**src/rtl/twiddle_mult.sv**
```systemverilog
// -----------------------------------------------------------------------------
// twiddle_mult
//
// Three-stage pipelined complex multiplier placed between the BF2II output of
// one R2^2SDF FFT stage and the BF2I input of the next. Each accepted sample is
// multiplied by the twiddle factor that the CORDIC generator has already
// aligned to it. The twiddle is in Q1.15, so +1.0 is 32768. The result is
// rounded half-up and saturated to data_bw+1 bits.
//
// Samples that arrive while the twiddle stream is not ready are discarded and
// counted in a saturating drop counter. There is no backpressure, so the
// downstream stage must take every dout_valid cycle.
//
// Ports
//   sys_clk             clock, all state on the rising edge
//   sys_nrst            asynchronous active-low reset
//   sys_en              global clock enable; low freezes every register
//   din_r, din_i        signed input sample (data_bw)
//   din_valid           input sample present this cycle
//   tw_fac_r, tw_fac_i  signed Q1.15 twiddle (tw_bw), aligned to din
//   tw_rdy              twiddle stream valid (generator cordic_rdy)
//   dout_r, dout_i      signed rounded/saturated product (data_bw+1)
//   dout_valid          product valid
//   drop_cnt            saturating count of rejected samples (cnt_bw)
//   busy                any pipeline stage holds a valid sample
//
// Pipeline
//   stage 1 : register operands on accept           (v1)
//   stage 2 : four partial products                 (v2)
//   stage 3 : add/sub, round, saturate -> dout      (dout_valid)
// -----------------------------------------------------------------------------
module twiddle_mult #(
  parameter int data_bw = 16,
  parameter int tw_bw   = 17,
  parameter int cnt_bw  = 16
) (
  input  logic                      sys_clk,
  input  logic                      sys_nrst,
  input  logic                      sys_en,
  input  logic signed [data_bw-1:0] din_r,
  input  logic signed [data_bw-1:0] din_i,
  input  logic                      din_valid,
  input  logic signed [tw_bw-1:0]   tw_fac_r,
  input  logic signed [tw_bw-1:0]   tw_fac_i,
  input  logic                      tw_rdy,
  output logic signed [data_bw:0]   dout_r,
  output logic signed [data_bw:0]   dout_i,
  output logic                      dout_valid,
  output logic [cnt_bw-1:0]         drop_cnt,
  output logic                      busy
);

  // ---------------------------------------------------------------------------
  // Widths and constants
  // ---------------------------------------------------------------------------
  localparam int PROD_BW = data_bw + tw_bw;  // one partial product
  localparam int SUM_BW  = PROD_BW + 1;      // sum/difference of two products
  localparam int OUT_BW  = data_bw + 1;      // output component
  localparam int FRAC_BW = 15;               // Q1.15 twiddle fraction bits

  // Adding one half LSB before the arithmetic shift makes the rounding
  // half-up, so -1.5 becomes -1 and +1.5 becomes +2.
  localparam logic signed [SUM_BW-1:0] RND_HALF = SUM_BW'(2 ** (FRAC_BW - 1));
  localparam logic signed [SUM_BW-1:0] OUT_MAX  = SUM_BW'((2 ** data_bw) - 1);
  localparam logic signed [SUM_BW-1:0] OUT_MIN  = -(SUM_BW'(2 ** data_bw));

  localparam logic [cnt_bw-1:0] CNT_ONE = cnt_bw'(1);
  localparam logic [cnt_bw-1:0] CNT_MAX = '1;

  // Clip a rounded, shifted value into the output range.
  function automatic logic signed [OUT_BW-1:0] sat_out(
    input logic signed [SUM_BW-1:0] x
  );
    if (x > OUT_MAX) begin
      return OUT_MAX[OUT_BW-1:0];
    end else if (x < OUT_MIN) begin
      return OUT_MIN[OUT_BW-1:0];
    end else begin
      return x[OUT_BW-1:0];
    end
  endfunction

  // ---------------------------------------------------------------------------
  // Handshake decode
  // ---------------------------------------------------------------------------
  logic accept;
  logic drop;

  // tw_rdy is sampled on the same edge as din_valid, so the cycle in which
  // tw_rdy rises already accepts its sample.
  assign accept = sys_en & din_valid &  tw_rdy;
  assign drop   = sys_en & din_valid & ~tw_rdy;

  // ---------------------------------------------------------------------------
  // State
  // ---------------------------------------------------------------------------
  // Stage 1: operands
  logic signed [data_bw-1:0] ar_q, ar_d;
  logic signed [data_bw-1:0] ai_q, ai_d;
  logic signed [tw_bw-1:0]   wr_q, wr_d;
  logic signed [tw_bw-1:0]   wi_q, wi_d;
  logic                      v1_q, v1_d;

  // Stage 2: partial products
  logic signed [PROD_BW-1:0] p_rr_q, p_rr_d;  // ar*wr
  logic signed [PROD_BW-1:0] p_ii_q, p_ii_d;  // ai*wi
  logic signed [PROD_BW-1:0] p_ri_q, p_ri_d;  // ar*wi
  logic signed [PROD_BW-1:0] p_ir_q, p_ir_d;  // ai*wr
  logic                      v2_q, v2_d;

  // Stage 3: result
  logic signed [OUT_BW-1:0]  dout_r_q, dout_r_d;
  logic signed [OUT_BW-1:0]  dout_i_q, dout_i_d;
  logic                      dout_valid_q, dout_valid_d;

  // Drop counter
  logic [cnt_bw-1:0]         drop_cnt_q, drop_cnt_d;

  // Stage 3 arithmetic intermediates
  logic signed [SUM_BW-1:0]  re_sum, im_sum;
  logic signed [SUM_BW-1:0]  re_rnd, im_rnd;

  // ---------------------------------------------------------------------------
  // Next-state logic
  // ---------------------------------------------------------------------------
  always_comb begin
    // NOTE: every signal driven here gets a default first. A path that skips
    // an assignment would otherwise infer a latch.
    ar_d         = ar_q;
    ai_d         = ai_q;
    wr_d         = wr_q;
    wi_d         = wi_q;
    v1_d         = v1_q;
    p_rr_d       = p_rr_q;
    p_ii_d       = p_ii_q;
    p_ri_d       = p_ri_q;
    p_ir_d       = p_ir_q;
    v2_d         = v2_q;
    dout_r_d     = dout_r_q;
    dout_i_d     = dout_i_q;
    dout_valid_d = dout_valid_q;
    drop_cnt_d   = drop_cnt_q;

    re_sum = SUM_BW'(p_rr_q) - SUM_BW'(p_ii_q);
    im_sum = SUM_BW'(p_ri_q) + SUM_BW'(p_ir_q);
    re_rnd = (re_sum + RND_HALF) >>> FRAC_BW;
    im_rnd = (im_sum + RND_HALF) >>> FRAC_BW;

    if (sys_en) begin
      // Stage 1: operands load only on accept and otherwise hold, so an idle
      // input does not toggle the multipliers.
      v1_d = accept;
      if (accept) begin
        ar_d = din_r;
        ai_d = din_i;
        wr_d = tw_fac_r;
        wi_d = tw_fac_i;
      end

      // Stage 2: the operands are sign-extended to the full product width
      // before multiplying.
      v2_d = v1_q;
      if (v1_q) begin
        p_rr_d = PROD_BW'(ar_q) * PROD_BW'(wr_q);
        p_ii_d = PROD_BW'(ai_q) * PROD_BW'(wi_q);
        p_ri_d = PROD_BW'(ar_q) * PROD_BW'(wi_q);
        p_ir_d = PROD_BW'(ai_q) * PROD_BW'(wr_q);
      end

      // Stage 3: dout changes only with a valid result and holds otherwise.
      dout_valid_d = v2_q;
      if (v2_q) begin
        dout_r_d = sat_out(re_rnd);
        dout_i_d = sat_out(im_rnd);
      end

      // The drop counter sticks at full scale rather than wrapping.
      if (drop && (drop_cnt_q != CNT_MAX)) begin
        drop_cnt_d = drop_cnt_q + CNT_ONE;
      end
    end
  end

  // ---------------------------------------------------------------------------
  // Registers
  // ---------------------------------------------------------------------------
  // NOTE: the datapath registers are reset along with the valids. dout is
  // visible while dout_valid is low, so it must read 0 out of reset.
  always_ff @(posedge sys_clk or negedge sys_nrst) begin
    if (!sys_nrst) begin
      ar_q         <= '0;
      ai_q         <= '0;
      wr_q         <= '0;
      wi_q         <= '0;
      v1_q         <= 1'b0;
      p_rr_q       <= '0;
      p_ii_q       <= '0;
      p_ri_q       <= '0;
      p_ir_q       <= '0;
      v2_q         <= 1'b0;
      dout_r_q     <= '0;
      dout_i_q     <= '0;
      dout_valid_q <= 1'b0;
      drop_cnt_q   <= '0;
    end else begin
      // NOTE: non-blocking assignments, so every stage samples the values its
      // neighbours held before this edge.
      ar_q         <= ar_d;
      ai_q         <= ai_d;
      wr_q         <= wr_d;
      wi_q         <= wi_d;
      v1_q         <= v1_d;
      p_rr_q       <= p_rr_d;
      p_ii_q       <= p_ii_d;
      p_ri_q       <= p_ri_d;
      p_ir_q       <= p_ir_d;
      v2_q         <= v2_d;
      dout_r_q     <= dout_r_d;
      dout_i_q     <= dout_i_d;
      dout_valid_q <= dout_valid_d;
      drop_cnt_q   <= drop_cnt_d;
    end
  end

  // ---------------------------------------------------------------------------
  // Outputs
  // ---------------------------------------------------------------------------
  assign dout_r     = dout_r_q;
  assign dout_i     = dout_i_q;
  assign dout_valid = dout_valid_q;
  assign drop_cnt   = drop_cnt_q;
  assign busy       = v1_q | v2_q | dout_valid_q;

endmodule

```
**config.mk**
```make
export PLATFORM = sky130hd
export DESIGN_NAME = twiddle_mult
export DESIGN_NICKNAME = d
export VERILOG_FILES = /design/src/rtl/twiddle_mult.sv
export SDC_FILE = /design/constraint.sdc
export NUM_CORES = 2
export LEC_CHECK = 0
export CORE_AREA = 2 2 322 324
export DETAILED_ROUTE_END_ITERATION = 8
export DIE_AREA = 0 0 324 326
export GPL_TIMING_DRIVEN = 0
export PLACE_DENSITY = 0.69
export SYNTH_ARGS = -nofsm -noshare
export SYNTH_HDL_FRONTEND = slang
export SYNTH_SLANG_ARGS = --single-unit
```
**constraint.sdc**
```tcl
create_clock -name sys_clk -period 8.5 [get_ports sys_clk]
set_clock_uncertainty 0.05 [all_clocks]
set_input_delay 0.85 -clock sys_clk [delete_from_list [all_inputs] [get_ports sys_clk]]
set_output_delay 0.85 -clock sys_clk [all_outputs]
set_load 0.1 [all_outputs]
```
==> impl_summary.log <==
INFO  metric yosys.cell_types.count = just under 80
INFO  metric fp.dieW = around 320 um
INFO  metric maxSlewViolCount = 0
INFO  metric num_rows = 118
INFO  metric fp.dieArea = 0.106 mm2
INFO  metric via_count = a little over 40000
INFO  metric synthTopCellsByCount = inv_1, fa_1, nand2_1
INFO  metric endpoint_kind = flip-flop
INFO  metric synthTopCellsByArea = fa_1, dfrtp_1, ha_1
INFO  metric detailedRoute.firstPassIterationCount = 8
INFO  metric synth_seq_area_share = between 10% and 20%
INFO  metric area_share_of_the_largest_cell_type_after_synthesis = 41.0%
INFO  metric clockBufferDepth = 3
INFO  metric worst_path_class_setup = reg -> reg
INFO  metric final.min_clock_period = roughly 8.6 ns
INFO  metric min_delay_worst_type = in -> async
INFO  metric ctsHoldBuffers = 0
INFO  metric arrival_time_at_the_worst_endpoint = roughly 9 ns
INFO  metric ys.flop_type = dfrtp_1
INFO  metric grt_setup_unrepaired = yes
INFO  metric die_y = 326 um
INFO  metric yosysMostFrequentCell = inv_1
INFO  metric pin_count = about 120
INFO  metric cts_made_buffers = 35
INFO  metric report.final.hold_viol_count = 0
INFO  metric synth-async-reset-ratio = between 90% and 100%
INFO  metric clock_pin_slew_reported_for_the_worst_setup_and_hold_paths_after_clock_tree_synthesis = 0.06 ns
INFO  metric grt_pass1_wl = roughly 260 mm
INFO  metric cts_setup_buffers = 0
INFO  metric timing_worst_slew_pin_value = approximately 1.5 ns
INFO  metric synthesis.nets = about 7400
INFO  metric max_cap_viol = 0
INFO  metric detail_route.iter0.violations = ~3900
INFO  metric maximum_fanout_count_along_the_critical_path = 10
INFO  metric clock.fmax = between 100 and 150 MHz
INFO  metric ys_ff_latch = ~250
INFO  metric effective_utilization_at_floorplan = a little over half
INFO  metric fin_crit_sh = 101%
INFO  metric area.growth.synth_to_final = 7.83%
INFO  metric relSlewSlack = less than 1%
INFO  metric yosys_warnings = 0
INFO  metric grt_start_max_net_pins = 97
INFO  metric vias_per_cell = between 5 and 6
INFO  metric routed_wl = ~180 mm
INFO  metric globalplace.congestion = approximately 1.0
INFO  metric number_of_global_route_vias_before_repair = roughly 42000
INFO  metric syn-cell-area = roughly 0.054 mm2
INFO  metric overflow = 0
INFO  metric syn_inst = around 5700
INFO  metric worstSetupStartpointType = flip-flop
INFO  metric run_status = finished with violations
INFO  metric finalSetupViolations = 1
INFO  metric tritoncts_num_sinks = roughly 250
INFO  metric antenna_violating_nets_post_route = 0
INFO  metric netlist.top_cell.by_area = fa_1
INFO  metric ctsResizeCount = 5
INFO  metric pre_cts_ws = -0.216 ns
INFO  metric setup_slack = -0.0767 ns
INFO  metric insertion_delay = roughly 0.61 ns
INFO  metric remaining_drc_errors = 0
INFO  metric crit_required = 8.90 ns
INFO  metric cts.htree.levels = 2
INFO  metric clock_tree.root_cell = clkbuf_16
INFO  metric drive_above_1_share = under 10%
INFO  metric route.detailed.wl_per_inst = ~24 um
INFO  metric detailed_place_hpwl = 145 mm
INFO  metric synth-edff-count = 0
INFO  metric cts_tree = done
INFO  metric grt_use_total = 34.5%
INFO  metric violations = setup timing
INFO  metric final_nets = between 7000 and 8000
INFO  metric design.core.area = a little over 0.1 mm2
INFO  metric grt_antenna_before_repair = 16
INFO  metric postSynthAreaPerCell = approximately 9.4 um2
INFO  metric numPortBuffers = about 120
## area by class of cell
cell class	instances	area, um2
fillers	9322	44500
multi-input cells	3977	41900
flip-flops and latches	251	6280
inverters	1242	4670
well taps	1380	1730
repair buffers	123	1270
plain buffers	263	1060
clock buffers	46	987
clock inverters	16	171
diodes	7	17.5
## registers in the layout (all words and copies together) (netlist names)
| name | flops |
|---|---|
| p_rr_q | 33 |
| dout_valid | 1 |
| dout_r | 17 |
| p_ir_q | 33 |
| drop_cnt | 16 |
| wi_q | 17 |
| ai_q | 16 |
| ar_q | 16 |
| wr_q | 17 |
| p_ri_q | 33 |
| v2_q | 1 |
| dout_i | 17 |
| p_ii_q | 33 |
| v1_q | 1 |
## routing by layer
| layer | GRT usage (%) | wire [um] | share of wire (%) | up-vias |
|---|---|---|---|---|
| met5 | 0 | 247 | 0.14 | - |
| met2 | 49.9 | 75600 | 43 | 2133 |
| li1 | - | - | - | 17800 |
| met4 | 20.5 | 13100 | 7.4 | 12 |
| met1 | 46.6 | 67700 | 38 | 21100 |
| met3 | 9.11 | 20600 | 12 | 474 |
## metrics by stage
stage,TNS [ns],instances,utilization (%),area [um2],hold slack (ns)
after floorplan,0,5736,-,53900,0.380
after global placement,-1324.60,7237,55.3,56800,0.393
after detailed placement,-0.237,7239,55.4,56900,0.399
after CTS,0,7301,56.5,58000,0.188
after global routing,-0.148,7301,56.6,58100,0.230
final,-0.0767,7305,56.6,58100,0.178
## critical path, stage by stage (launching register included)
cell       delay, ns
dfrtp_1         0.87
clkbuf_1        0.98
nand2_1         0.18
fa_1            0.51
fa_1            0.49
inv_1           0.04
ha_1            0.19
fa_1            0.44
ha_1            0.30
inv_1           0.05
fa_1            0.47
inv_1           0.04
ha_1            0.32
o21ai_0         0.27
inv_1           0.13
a2111oi_0       1.08
nor4_1          0.29
o211ai_1        0.50
a31oi_1         0.27
a31oi_1         0.25
xor2_1          0.54
o21ai_0         0.15
## kinds of logic (layout without fill, tap and decap cells)
family	count (synthesis)	after routing	synth area share, %
xor+xnor	177	177	2.88
fa+ha+maj	1567	1567	51.8
mux	69	69	1.44
simple gates	1565	1565	14.2
other cells	0	7	0
flops	251	251	11.7
buf+inv	1508	1690	10.6
compound gates	599	599	7.46
## worst paths after layout
kind                                  startpoint                     end  slack [ns]  cells after the start
max in group asynchronous               sys_nrst    wi_q[11]$_DFFE_PN0P_        7.24                      2
min reg2reg                p_ri_q[0]$_DFFE_PN0P_   p_ri_q[0]$_DFFE_PN0P_        0.42                      2
min in group sys_clk       p_ri_q[0]$_DFFE_PN0P_   p_ri_q[0]$_DFFE_PN0P_        0.42                      2
max reg2reg                  ai_q[5]$_DFFE_PN0P_  p_ii_q[30]$_DFFE_PN0P_       -0.08                     21
max                          ai_q[5]$_DFFE_PN0P_  p_ii_q[30]$_DFFE_PN0P_       -0.08                     21
min                                     sys_nrst   p_ii_q[0]$_DFFE_PN0P_        0.18                      1
## placed cells by master, fill, tap and decap left out, types with 17 or more instances in the layout
master,instances
a21oi_1,110
nand2b_1,26
a31oi_1,19
nand2_1,732
clkdlybuf4s50_1,120
clkbuf_16,35
o21ai_0,175
a211oi_1,29
clkbuf_1,243
dfrtp_1,250
and2_1,524
o221ai_1,19
fa_1,1104
nand4_1,17
xor2_1,58
mux2_2,67
nor2_1,118
o21a_1,20
inv_1,1240
nor3_1,25
xnor2_1,118
o31ai_1,17
nand3_1,48
a21o_1,88
ha_1,463
Power is not shown: default switching activity piles up to over one toggle a cycle in this logic, so the estimate is an artifact.
